## config.mk

```make
export PLATFORM = sky130hd
export DESIGN_NAME = wave_trig_arbiter
export DESIGN_NICKNAME = d
export VERILOG_FILES = /design/src/rtl/wave_trig_arbiter.sv
export SDC_FILE = /design/constraint.sdc
export NUM_CORES = 1
export LEC_CHECK = 0
export ABC_AREA = 1
export BUFFER_PORTS_ARGS = -buffer_cell sky130_fd_sc_hd__buf_2
export CORE_MARGIN = 10
export CORE_UTILIZATION = 60
export DETAILED_ROUTE_END_ITERATION = 6
export PLACE_DENSITY = 0.85
export SKIP_CTS_REPAIR_TIMING = 1
export SYNTH_ARGS = -nofsm -noshare
export SYNTH_HDL_FRONTEND = slang
export SYNTH_SLANG_ARGS = --single-unit
```

## constraint.sdc

```tcl
create_clock -name i_clk -period 2.8 [get_ports i_clk]
set_input_delay 0.42 -clock i_clk [delete_from_list [all_inputs] [get_ports i_clk]]
set_output_delay 0.42 -clock i_clk [all_outputs]
set_load 0.05 [all_outputs]
```

## src/rtl/wave_trig_arbiter.sv

```systemverilog
// rtl/wave_trig_arbiter.sv - round-robin trigger arbiter feeding the waveform generator
// Edge-captured request lines are queued as pending bits and issued one at a time.
module wave_trig_arbiter #(
  parameter int N_REQ   = 4,
  parameter int TIMEOUT = 1023,
  localparam int ID_W   = $clog2(N_REQ)
) (
  input  logic             i_clk,
  input  logic             i_rst,
  input  logic [N_REQ-1:0] i_req,
  output logic             o_cmd_valid,
  output logic [ID_W-1:0]  o_cmd_id,
  input  logic             i_cmd_ready,
  input  logic             i_gen_done,
  output logic             o_busy,
  output logic [N_REQ-1:0] o_pending,
  output logic             o_timeout
);

  localparam int CNT_W = $clog2(TIMEOUT);

  typedef enum logic [1:0] {
    S_IDLE,
    S_ISSUE,
    S_WAIT
  } state_t;

  state_t             r_state;
  state_t             w_state_nxt;
  logic [N_REQ-1:0]   r_prev;
  logic [N_REQ-1:0]   r_pending;
  logic [ID_W-1:0]    r_ptr;
  logic [CNT_W-1:0]   r_cnt;

  logic [N_REQ-1:0]   w_rise;
  logic [N_REQ-1:0]   w_clr;
  logic               w_sel_found;
  logic [ID_W-1:0]    w_sel_id;
  logic [ID_W-1:0]    w_cand;
  logic               w_valid_nxt;
  logic [ID_W-1:0]    w_id_nxt;
  logic               w_timeout_nxt;
  logic [ID_W-1:0]    w_ptr_nxt;
  logic [CNT_W-1:0]   w_cnt_nxt;

  assign w_rise    = i_req & ~r_prev;
  assign o_pending = r_pending;

  // First pending line at or after the pointer, wrapping around.
  always_comb begin
    w_sel_found = 1'b0;
    w_sel_id    = '0;
    w_cand      = '0;
    for (int i = 0; i < N_REQ; i++) begin
      w_cand = ID_W'((int'(r_ptr) + i) % N_REQ);
      if (!w_sel_found && r_pending[w_cand]) begin
        w_sel_found = 1'b1;
        w_sel_id    = w_cand;
      end
    end
  end

  always_comb begin
    w_state_nxt   = r_state;
    w_valid_nxt   = o_cmd_valid;
    w_id_nxt      = o_cmd_id;
    w_timeout_nxt = 1'b0;
    w_ptr_nxt     = r_ptr;
    w_cnt_nxt     = r_cnt;
    w_clr         = '0;
    case (r_state)
      S_IDLE: begin
        if (w_sel_found) begin
          w_state_nxt = S_ISSUE;
          w_valid_nxt = 1'b1;
          w_id_nxt    = w_sel_id;
        end
      end
      S_ISSUE: begin
        if (i_cmd_ready) begin
          w_clr       = N_REQ'(1) << o_cmd_id;
          w_ptr_nxt   = (o_cmd_id == ID_W'(N_REQ - 1)) ? '0 : o_cmd_id + ID_W'(1);
          w_valid_nxt = 1'b0;
          w_cnt_nxt   = '0;
          w_state_nxt = S_WAIT;
        end
      end
      S_WAIT: begin
        w_cnt_nxt = r_cnt + CNT_W'(1);
        if (i_gen_done) begin
          w_state_nxt = S_IDLE;
        end else if (r_cnt == CNT_W'(TIMEOUT - 1)) begin
          w_timeout_nxt = 1'b1;
          w_state_nxt   = S_IDLE;
        end
      end
      default: begin
        w_state_nxt = S_IDLE;
        w_valid_nxt = 1'b0;
      end
    endcase
  end

  always_ff @(posedge i_clk) begin
    if (i_rst) begin
      r_state <= S_IDLE;
    end else begin
      r_state <= w_state_nxt;
    end
  end

  // A new edge wins over the acceptance clear on the same line.
  always_ff @(posedge i_clk) begin
    if (i_rst) begin
      r_prev      <= '0;
      r_pending   <= '0;
      r_ptr       <= '0;
      r_cnt       <= '0;
      o_cmd_valid <= 1'b0;
      o_cmd_id    <= '0;
      o_busy      <= 1'b0;
      o_timeout   <= 1'b0;
    end else begin
      r_prev      <= i_req;
      r_pending   <= (r_pending & ~w_clr) | w_rise;
      r_ptr       <= w_ptr_nxt;
      r_cnt       <= w_cnt_nxt;
      o_cmd_valid <= w_valid_nxt;
      o_cmd_id    <= w_id_nxt;
      o_busy      <= (w_state_nxt != S_IDLE);
      o_timeout   <= w_timeout_nxt;
    end
  end

endmodule

```

==> summary.md <==
| Metric | Value |
|---|---|
| Max-slew violations | 0 |
| Placement Rows | 17 |
| Ys async rst share | 0% |
| Die span in y | 69.4 um |
| Max Fclk | around 610 MHz |
| Die X | between 60 and 70 um |
| First-pass detailed-route iteration total | 4 |
| Yosys warnings | 0 |
| Worst r2r src | r_ptr[0]$_SDFFE_PP0P_ |
| Min-Delay Path Class | in -> reg |
| GRT overflow | 0 |
| Worst-Skew Late Latency | 330 ps |
| Wire length per cell | approximately 11 um |
| Register Area | around 540 um^2 |
| Core box area | ~2300 um^2 |
| Final critical-path share of the clock period | about three fifths |
| Clk_skew | roughly 9.6 ps |
| Root Buffer | clkbuf_4 |
| Worst Setup SP | r_ptr[0]$_SDFFE_PP0P_ |
| Hold Fails Final Rpt | 0 |
| Least-Margin Pin Slew | between 300 and 400 ps |
| Vias in the first global route | between 1k and 1.5k |
| Sequential area share after synthesis | 36.9% |
| CP delay by family, top | flip-flops |
| WP data required | just over 3000 ps |
| Tot GR Track Use | a little under an eighth |
| Vias per std cell | 4.95 |
| Min-delay src | i_gen_done |
| Io pins | 17 |
| Synthesized area | between 1000 and 1500 um^2 |
| PD cells | 698 nW/um^2 |
| Pwr Total | between 1 and 1.5 mW |
| Crit path launch type | register |
| Slowest-stage cell, CP | dfxtp_1 |
| H-tree Lvls | 1 |
| Fill cells | 206 |
| CTS tree | yes |
| Clk buf depth | 2 |
| Number of synthesized register bits | 27 |
| Initial Util | ~64% |
| Ys flop type | dfxtp_1 |
| Peak supply drop | ~450 uV |
| Crit-path max FO | 11 |
| Leakage | ~0.76 nW |
| Gpl congestion | between 0.8 and 0.9 |
| Antenna-violating nets left | 0 |
| Layout cells sized above 1 | 14.6% |
| Maxcap violations | 0 |
| Slew margin rel. | 74.8% |
| CTS clk-pin slew, worst paths | around 140 ps |
| DRC | 0 |
| HPWL after detailed placement | around 2.2 mm |
| Most frequent CP cell | nand2_1 |
| Footprint of the multi-input gates | about 750 um^2 |
| Final Critical Period | between 1500 and 2000 ps |
| Full die area | around 4800 um^2 |
| TritonCTS buffer count | 3 |
| Vias | 1292 |
| CTS sink count | 27 |
| Layout Utilization | around 70% |
| Mean post-synth cell area | ~6.8 um^2 |
| First-pass GRT wire length | approximately 4.9 mm |
| CP Capture Type | register |
| Total wire length | roughly 2.8 mm |
| Final setup violation count | 0 |
| Initial antenna violation count | 0 |
| Syn nets | around 230 |
| Post-Place Setup Slack | 1180 ps |
| Synth-to-Final Area Change | 8.28% |
| Setup TNS | 0 ps |
| RSZ-0062 raised after global routing | no |
| Post-Syn Instances | 217 |
| Final worst slack | around 1200 ps |
| Cell Chain, Critical Path | inv_1 > nand2_1 > nand2_1 > nand2_1 > o21ai_1 > o21ai_0 > nand3_1 > nor2_1 > nor2_1 |
| Critical path buffers and inverters | 1 |
| Diodes inserted | 0 |
| Critical path class | reg -> reg |
| Status | finished, final reports clean |
| CP max stage delay | about 550 ps |
| Nets | 248 |
| Number of synthesized flops with an enable pin | 0 |
| Iter 0 DRT Violations | about 110 |
| Worst Path Arrival | 1880 ps |
| Netlist cell types | 26 |
| Largest net degree at the start of global routing | 15 |
| I/O Buffers | 16 |
-- power breakdown --
| part | internal (mW) | total, mW | switching (mW) |
|---|---|---|---|
| registers | 0.429 | 0.471 | 0.0425 |
| clock network | 0.0559 | 0.169 | 0.113 |
| logic | 0.139 | 0.468 | 0.329 |
-- state kept, by name, summed over array words and instances, names as in the netlist --
register,flops
o_cmd_id,2
r_prev,4
r_cnt,10
o_cmd_valid,1
o_pending,4
o_busy,1
r_ptr,2
o_timeout,1
r_state,2
-- metal layers --
metal | vias up | track usage [%] | part of all wire (%)
met1 | 553 | 14.4 | 51
li1 | 712 | - | -
met3 | 5 | 3.00 | 3.6
met5 | - | 0 | 0
met2 | 22 | 18.4 | 44
met4 | 0 | 3.55 | 1.2
-- cells in the mapped netlist, types with 2 or more instances --
cell type	instances	area (um^2)
o22ai_1	2	12.5
nand2_1	51	191
o21ai_0	13	65.1
dfxtp_1	27	541
a21oi_1	14	70.1
nand2_4	2	22.5
ha_1	6	75.1
nand2_2	7	43.8
clkbuf_1	2	7.51
inv_2	3	11.3
nor3_1	2	10.0
inv_1	37	139
nor2_1	23	86.3
nand3_1	14	70.1
o21ai_1	2	10.0
nor4_1	2	12.5
-- cell families after synthesis --
group	synth area share, %
simple gates	32.8
buf+inv	11.6
compound gates	13.6
flops	36.9
fa+ha+maj	5.12
-- stage by stage --
step	hold slack [ps]	area, um^2	instances
2_1_floorplan	408	1470	217
3_3_place_gp	414	1560	257
3_5_place_dp	419	1560	257
4_1_cts	275	1590	261
5_1_grt	272	1590	261
6_report	276	1590	261
-- final cells by class --
class / instances / area share, %
sequential: 27 / 34.1
clock buffer: 4 / 1.66
timing repair buffer: 16 / 5.05
inverter: 40 / 9.46
tap: 28 / 2.21
multi-input combinational: 146 / 47.6
-- final timing paths --
| path | to | slack (ps) | depth (start not counted) |
|---|---|---|---|
| setup / recovery | o_cmd_id[0]$_SDFFE_PP0P_ | 1170 | 9 |
| hold / removal | o_timeout$_SDFF_PP0_ | 280 | 2 |
| setup reg to reg | o_cmd_id[0]$_SDFFE_PP0P_ | 1170 | 9 |
| hold reg to reg | o_pending[3]$_SDFF_PP0_ | 440 | 1 |
-- cells in the final DEF (no fill, tap or decap) --
| cell type | instances |
|---|---|
| a211oi_1 | 1 |
| nand3_1 | 14 |
| o21ai_1 | 2 |
| inv_2 | 3 |
| o221ai_1 | 1 |
| inv_1 | 37 |
| nand2_2 | 7 |
| nor2_8 | 1 |
| buf_2 | 16 |
| nor4_1 | 2 |
| dfxtp_1 | 27 |
| nand2_4 | 2 |
| nand4_1 | 1 |
| o22ai_1 | 2 |
| nor2_1 | 23 |
| a21boi_0 | 1 |
| clkbuf_1 | 1 |
| nand3_4 | 1 |
| o21ai_0 | 13 |
| nor3_1 | 2 |
| clkbuf_4 | 3 |
| nand2_1 | 51 |
| o21ai_2 | 1 |
| a221oi_1 | 1 |
| ha_1 | 6 |
| a21oi_1 | 14 |
No activity file was read; power rests on OpenSTA's default activity.
